--- src/rtl/s2_pkg.sv ---
// Shared types and default geometry for the S2 frame receiver.
// Optional readback check is enabled by defining RB2_VERIFY_EN.
package s2_pkg;
  localparam int DEF_NWORD  = 18;
  localparam int DEF_WIDTH  = 8;
  localparam int DEF_ABITS  = 3;
  localparam int FRAME_BITS = DEF_ABITS + DEF_NWORD;

  typedef enum logic [2:0] {
    IDLE,
    RECV,
    WRITE,
    VERIFY,
    DONE
  } state_t;
endpackage

--- src/rtl/s2_frame_deser.sv ---
// Serial-to-parallel front end: collects ABITS+NWORD bits while sen is low and
// pulses frame_valid for one cycle after the last bit; short frames are dropped.
module s2_frame_deser #(
  parameter int NWORD = 18,
  parameter int ABITS = 3
) (
  input  logic             clk,
  input  logic             rst,
  input  logic             sen,
  input  logic             sd,
  output logic             frame_valid,
  output logic [ABITS-1:0] addr,
  output logic [NWORD-1:0] data
);
  localparam int FB = ABITS + NWORD;
  localparam int CW = $clog2(FB + 1);

  logic [FB-1:0] sr;
  logic [CW-1:0] cnt;

  // cnt saturates at FB so trailing bits of an overlong frame are ignored
  // until sen goes high and clears it.
  always_ff @(posedge clk) begin
    if (!rst) begin
      cnt         <= '0;
      sr          <= '0;
      frame_valid <= 1'b0;
    end else begin
      frame_valid <= 1'b0;
      if (sen) begin
        cnt <= '0;
      end else if (cnt < CW'(FB)) begin
        sr  <= {sr[FB-2:0], sd};
        cnt <= cnt + 1'b1;
        if (cnt == CW'(FB - 1)) frame_valid <= 1'b1;
      end
    end
  end

  assign addr = sr[FB-1 -: ABITS];

  // b0 arrives first, so it sits deepest in the shift register.
  always_comb begin
    data = '0;
    for (int j = 0; j < NWORD; j++) data[j] = sr[NWORD-1-j];
  end
endmodule

--- src/rtl/s2_frame_receiver.sv ---
// Reassembles column frames into NWORD bytes and writes them to RB2, then raises done.
// Define RB2_VERIFY_EN to read RB2 back and flag mismatches on err.
module s2_frame_receiver
  import s2_pkg::*;
#(
  parameter int NWORD = DEF_NWORD,
  parameter int WIDTH = DEF_WIDTH,
  parameter int ABITS = DEF_ABITS
) (
  input  logic             clk,
  input  logic             rst,
  input  logic             sen,
  input  logic             sd,
  output logic             RB2_RW,
  output logic [4:0]       RB2_A,
  output logic [WIDTH-1:0] RB2_D,
  input  logic [WIDTH-1:0] RB2_Q,
  output logic             done,
  output logic             err
);
  state_t             state;
  logic               f_valid;
  logic [ABITS-1:0]   f_addr;
  logic [NWORD-1:0]   f_data;
  logic [ABITS-1:0]   bit_sel;
  logic [WIDTH-1:0]   mask;
  logic [WIDTH-1:0]   mask_nxt;
  logic [WIDTH-1:0]   word0_new;
  logic [WIDTH-1:0]   col_buf [NWORD];

  s2_frame_deser #(.NWORD(NWORD), .ABITS(ABITS)) u_deser (
    .clk         (clk),
    .rst         (rst),
    .sen         (sen),
    .sd          (sd),
    .frame_valid (f_valid),
    .addr        (f_addr),
    .data        (f_data)
  );

  // Column k carries bit WIDTH-1-k of every word.
  assign bit_sel = ABITS'(WIDTH - 1) - f_addr;

  always_comb begin
    mask_nxt         = mask;
    mask_nxt[f_addr] = 1'b1;
    word0_new          = col_buf[0];
    word0_new[bit_sel] = f_data[0];
  end

  always_ff @(posedge clk) begin
    if (f_valid && (state == IDLE || state == RECV)) begin
      for (int j = 0; j < NWORD; j++) col_buf[j][bit_sel] <= f_data[j];
    end
  end

`ifdef RB2_VERIFY_EN
  logic [4:0] vcnt;
`else
  wire unused_q = ^RB2_Q;
  assign err = 1'b0;
`endif

  always_ff @(posedge clk) begin
    if (!rst) begin
      state  <= IDLE;
      mask   <= '0;
      RB2_RW <= 1'b1;
      RB2_A  <= '0;
      RB2_D  <= '0;
      done   <= 1'b0;
`ifdef RB2_VERIFY_EN
      err    <= 1'b0;
      vcnt   <= '0;
`endif
    end else begin
      case (state)
        IDLE, RECV: begin
          if (f_valid) begin
            mask <= mask_nxt;
            // Word 0 is launched on the commit edge, so it needs the new column merged in.
            if (&mask_nxt) begin
              state  <= WRITE;
              RB2_RW <= 1'b0;
              RB2_A  <= '0;
              RB2_D  <= word0_new;
            end else begin
              state <= IDLE;
            end
          end else begin
            state <= sen ? IDLE : RECV;
          end
        end
        WRITE: begin
          if (RB2_A == 5'(NWORD - 1)) begin
            RB2_RW <= 1'b1;
            RB2_A  <= '0;
`ifdef RB2_VERIFY_EN
            state  <= VERIFY;
            vcnt   <= '0;
`else
            state  <= DONE;
            done   <= 1'b1;
`endif
          end else begin
            RB2_A <= RB2_A + 5'd1;
            RB2_D <= col_buf[RB2_A + 5'd1];
          end
        end
`ifdef RB2_VERIFY_EN
        VERIFY: begin
          // Read data lags the address by one edge, so compare word vcnt-1.
          if (vcnt != 5'd0 && RB2_Q != col_buf[vcnt - 5'd1]) err <= 1'b1;
          if (vcnt < 5'(NWORD - 1)) RB2_A <= vcnt + 5'd1;
          if (vcnt == 5'(NWORD)) begin
            state <= DONE;
            done  <= 1'b1;
            RB2_A <= '0;
          end
          vcnt <= vcnt + 5'd1;
        end
`endif
        DONE: begin
          done   <= 1'b1;
          RB2_RW <= 1'b1;
        end
        default: state <= IDLE;
      endcase
    end
  end
endmodule
--- config.mk ---
export PLATFORM = sky130hd
export DESIGN_NAME = s2_frame_receiver
export DESIGN_NICKNAME = d
export VERILOG_FILES = /design/src/rtl/s2_pkg.sv /design/src/rtl/s2_frame_deser.sv /design/src/rtl/s2_frame_receiver.sv
export SDC_FILE = /design/constraint.sdc
export NUM_CORES = 1
export LEC_CHECK = 0
export CAP_MARGIN = 5
export CORE_MARGIN = 1.5
export CORE_UTILIZATION = 25
export DETAILED_ROUTE_END_ITERATION = 12
export GPL_TIMING_DRIVEN = 0
export SLEW_MARGIN = 20
export SYNTH_ARGS = -nofsm -noshare
export SYNTH_HDL_FRONTEND = slang
export SYNTH_SLANG_ARGS = --single-unit
--- constraint.sdc ---
create_clock -name clk -period 3.1 [get_ports clk]
set_clock_uncertainty 0.15 [all_clocks]
set_input_delay 0.465 -clock clk [delete_from_list [all_inputs] [get_ports clk]]
set_output_delay 0.465 -clock clk [all_outputs]
set_load 0.01 [all_outputs]
==> Word-level counts from Yosys, hierarchy flattened <==
Memory sizes are Yosys's and may differ from the RTL's.
Cells that the tools add are included.
{ "word_totals": {"register_bits": 53, "ramBits": 144, "input_bits": 12, "out_inout_bits": 16, "memories": 1} }
{ "memory_table": {"columns": ["name", "depth", "word_bits", "rd", "rd_clocked_by_memory_dff", "wr", "line_no", "text"], "rows": [
  ["col_buf", 18, 8, 2, 0, 18, "s2_frame_receiver.sv:29", "logic [WIDTH-1:0] col_buf [NWORD];"]
]} }
{ "classes": {"add_sub_neg": 3, "order_cmp": 5, "eq_ne": 9, "n_mux": 26, "bitwise": 5, "n_reduce_logical": 19} }
{ "ops": {"columns": ["cell", "count"], "rows": [
  ["8-bit 2-to-1 mux", 4],
  ["8-bit one-hot mux with 2 select lines", 1],
  ["5-bit 2-to-1 mux", 3],
  ["5-bit by 1-bit adder with 5-bit output (second input constant)", 2],
  ["5-bit equality test (second input constant)", 2],
  ["5-bit one-hot mux with 2 select lines", 1],
  ["3-bit one-hot mux with 3 select lines", 1],
  ["8-bit bitwise mux", 1],
  ["3-bit by 4-bit less-than comparator with 1-bit output (second input constant)", 2],
  ["1-bit 2-to-1 mux", 8],
  ["8-bit OR", 1],
  ["2-bit AND reduction", 4],
  ["4-bit AND reduction", 2],
  ["8-bit AND reduction", 1],
  ["1-bit demux with 3-bit select", 2],
  ["3-bit by 1-bit greater-or-equal comparator with 1-bit output (second input constant)", 2],
  ["3-bit 2-to-1 mux", 2],
  ["2-bit inequality test (second input constant)", 3],
  ["5-bit less-than comparator (second input constant)", 1],
  ["1-bit NOT", 4],
  ["2-bit nonzero test", 2],
  ["2-bit OR reduction", 2],
  ["3-bit by 1-bit equality test with 1-bit output (second input constant)", 1],
  ["3-bit by 2-bit equality test with 1-bit output (second input constant)", 1],
  ["other kinds (12)", 14]
]} }

==> Longest topological paths before layout <==
{ "logic_depth": {"ltp_word": 9, "ltp_mapped": 8} }

==> By module <==
From an unflattened synthesis, not the netlist that was laid out.
{ "unflattened": {"hier_cells": 544, "area_unflattened_um2": 8216.6} }
{ "by_module_without_submodules": {"columns": ["mod", "n_inst", "cells_per_inst", "area_each_um2", "seq_area_each_um2"], "rows": [
  ["s2_frame_receiver", 1, 441, 7156.9, 4844.6],
  ["s2_frame_deser", 1, 103, 1059.8, 540.5]
]} }

==> Least setup slack after synthesis <==
OpenSTA, ideal clock, no wires.
{ "synth_timing": {"kind": "reg-to-reg", "startpoint": "reg u_deser.sr[18]", "endpoint": "mem col_buf[0][7] (netlist bit), enable pin", "setup_time_ns": 0.442, "arrival_ns": 2.560, "path_slack_ns": -0.052, "path_stages_with_launch": 4, "n_path_buf": 2, "period_less_slack_ns": 3.152, "path_cell_list": "dfxtp_1 -> buf_4 -> clkbuf_1 -> nor4_1"} }
{ "synth_rtl": {"columns": ["item", "line_no", "text"], "rows": [
  ["start: declaration", "s2_frame_deser.sv:18", "logic [FB-1:0] sr;"],
  ["start signal: assignment", "s2_frame_deser.sv:33", "sr <= {sr[FB-2:0], sd};"],
  ["end: declaration", "s2_frame_receiver.sv:29", null]
]} }

==> Final worst setup path <==
{ "layout_timing": {"startpoint": "reg RB2_A[1]", "endpoint": "reg RB2_D[3]"} }
{ "layout_between": {"elab_chain_cells": 4, "elab_cells_between_ends": 7} }
{ "layout_lines": {"columns": ["item", "line_no", "text"], "rows": [
  ["start: declaration", "s2_frame_receiver.sv:15", "output logic [4:0] RB2_A,"],
  ["start signal: assignment", "s2_frame_receiver.sv:106", "RB2_A <= RB2_A + 5'd1;"],
  ["5-bit by 1-bit adder with 5-bit output", "s2_frame_receiver.sv:107", "RB2_D <= col_buf[RB2_A + 5'd1];"],
  ["memory read 18 x 8 bit", null, null],
  ["8-bit 2-to-1 mux", "s2_frame_receiver.sv:95", "if (RB2_A == 5'(NWORD - 1)) begin"],
  ["8-bit one-hot mux with 2 select lines", "s2_frame_receiver.sv:77", "case (state)"],
  ["end signal: assignment", "s2_frame_receiver.sv:86", "RB2_D <= word0_new;"],
  ["end signal: assignment", "s2_frame_receiver.sv:107", null],
  ["end: declaration", "s2_frame_receiver.sv:16", "output logic [WIDTH-1:0] RB2_D,"]
]} }
Parallel ways exist; a longest one is shown, timed or not. The select of a mux whose other input is x is not followed.
A chain may end at the register's enable or synchronous reset.

==> metrics <==
status finished, final reports clean; Syn. warnings 0; critical path required time about 3.3 ns; largest net degree at the start of global routing 19; Synth area leaders edfxtp_1 54%, dfxtp_1 13%, mux4_2 9.0%; crit path max-delay cell type dfxtp_1; Vias around 4,500; H-tree levels 4; row count 65; DP HPWL about 12,000 microns; syn_area_per_cell 15.69 sq um; CTS tree built; Area Growth Syn to Fin 17.76%; worst hold path type reg2reg; total power 0.004973 W; dominant cell type by area after synthesis edfxtp_1; FMAX between 300 and 400 MHz; post-synth top area share between 50% and 60%; fin nets 573; CTS sink count ~200; clock-pin slew on the worst setup and hold paths 0.07 ns; Post-CTS Setup Bufs 0; DIE AREA 32,960 sq um; Crit path largest cell delay 0.40 ns; initial antenna violation count 0; RSZ-0062 raised after global routing no; Leak approximately 3 nW; root cell of the clock tree clkbuf_16; Max Cap Viol 0; final core utilization approximately 30%; post-synthesis sequential area ratio 67.57%; vias in the first global route about 4,500; I/O pin cnt 28; Iter 0 DRT Violations 418; Slew Limit Fails 0; DRC viols 0; Total Wirelength between 15,000 and 20,000 microns; crit path time final 2.800 ns; GPL Wtd Cong about 0.77; Post-synth EDFFs around 140; Worst Setup Start Kind flop; drt pass-1 iters 4; Synth async-reset ratio 0%; WL per Instance around 18 microns; Core Footprint around 31,000 sq um; layout cells sized above 1 roughly 22%; Max Fanout on Critical Path 10; crit-path cells inv_1 > ha_1 > clkbuf_1 > buf_2 > mux4_2 > o221ai_1 > a211oi_1 > o221a_1; Final Cycle Share 90.32%; # resized after CTS 0; Max-slew headroom 45.74%; Main synth FF type edfxtp_1; GRT overflow 0; Crit. End Element flop; CTS buffer count 17; Total GRT Usage between 10% and 20%; Die Wd approximately 180 microns; remaining antenna violation count 0; # diodes 0; WS Path Type reg2reg; PwrDens around 530 nW/um^2; Die Ht ~180 microns; Yosys cell types ~50; cell count after synthesis a little over 500; starting density of the core approximately 25%; Max Buffers Root-to-Sink 2; post-synthesis cell area about 8000 sq um; Final setup violation count 0; Max VDD drop 0.3080 mV; worst skew pair latency 0.43 ns; drt via density approximately 4.6; first-pass GRT wire length between 20,000 and 30,000 microns; hold buffer count at cts 0; Least-Margin Pin Slew a little over 0.8 ns; Final Hold Fails 0; Critical Path AT 2.97 ns; post-synthesis net count about 520; Yosys reg bits about 200; I/O Buffers 18
==> cells in the mapped netlist, types with 2 or more instances <==
master    count
buf_6         5
buf_4         4
o21ai_1       8
mux2i_1      40
clkbuf_1     10
nand2b_1      7
nor3_1       15
inv_1         5
nand3_1       8
a211oi_1      9
o221a_1       8
o21a_1        2
xor2_1        2
and2_1        2
o31ai_2       2
or3_1         5
ha_1          4
o221ai_1      8
nand2_1      14
nor2_1       55
mux2_2        9
a21oi_1       8
edfxtp_1    144
nand3b_1      3
buf_2        12
mux4_2       32
a21oi_2       2
dfxtp_1      53
o21ai_0      10
a311oi_1      3
==> through the flow <==
step	hold slack, ns	setup WS, ns	std cells	area (sq um)	TNS, ns
after floorplan	0.3069	0.3853	508	7976	0
after detailed placement	0.3174	0.2963	940	8816	0
after CTS	0.3276	0.2738	972	9385	0
final	0.3261	0.3002	972	9385	0
after global routing	0.3569	0.1379	972	9385	0
after global placement	0.3148	-0.8257	928	8660	-50.97
==> path summary, 6_finish.rpt <==
kind,startpoint,to,slack (ns),cells past startpoint
worst max-delay path,RB2_A[1],RB2_D[3],0.30,8
worst min register to register,RB2_RW,RB2_RW,0.33,2
worst min-delay path,RB2_RW,RB2_RW,0.33,2
worst max register to register,RB2_A[1],RB2_D[3],0.30,8
==> sequential cells by signal, indices dropped and copies added, names as in the netlist <==
register / flops
RB2_A: 5
RB2_D: 8
RB2_RW: 1
col_buf: 144
done: 1
mask: 8
state: 3
u_deser.cnt: 5
u_deser.frame_valid: 1
u_deser.sr: 21
==> cell type report <==
class	instances	area [sq um]
Buffer	31	183.9
Clock buffer	18	429.2
Clock inverter	14	140.1
Fill cell	3083	22090
Inverter	6	22.52
Multi-Input combinational cell	274	2421
Sequential cell	197	5385
Tap cell	402	503.0
Timing Repair Buffer	30	300.3
==> routing by layer <==
layer	routed length (microns)	track usage, %
met1	8085	15.44
met2	8291	17.48
met3	717	2.327
met4	272	3.900
met5	0	0
==> report_power, final <==
group	switching [W]	internal, W	total [W]
Combinational	0.0000272	0.0000160	0.0000432
Clock	0.000998	0.00113	0.00213
Sequential	0.00000774	0.00279	0.00280
==> critical path, delay by kind of cell, from the launching register on <==
kind	cells	cell delay, ns
flops	1	0.40
compound gates	3	0.71
fa+ha+maj	1	0.26
mux	1	0.38
buf+inv	3	0.78
==> cell usage in the layout, fill, tap and decap left out, types with 4 or more instances in the layout <==
cell type        count
or3_1                5
buf_2               12
nor2_1              52
a211oi_1             9
buf_4                9
dfxtp_1             53
nand2b_1             7
edfxtp_1           144
nand3_1              8
mux2_2               9
mux4_2              32
o221a_1              8
mux2i_1             40
a21oi_1              8
nand2_1             14
clkdlybuf4s50_1     18
buf_6               11
o21ai_1              8
nor3_2               5
o221ai_1             8
o21ai_0             10
inv_6                4
clkbuf_1            11
ha_1                 4
clkbuf_16           17
inv_1                5
nor3_1              11
==> logic make-up after synthesis <==
family | count (synthesis) | synth area share (%)
adder cells (fa/ha/maj) | 4 | 0.6280
other | 1 | 0.04705
flip-flops | 197 | 67.57
buffers and inverters | 37 | 2.590
XOR/XNOR | 3 | 0.3297
AO/OA/AOI/OAI | 65 | 6.185
AND/OR/NAND/NOR | 119 | 7.174
multiplexers | 82 | 15.48
(Power assumes the default switching activity.)
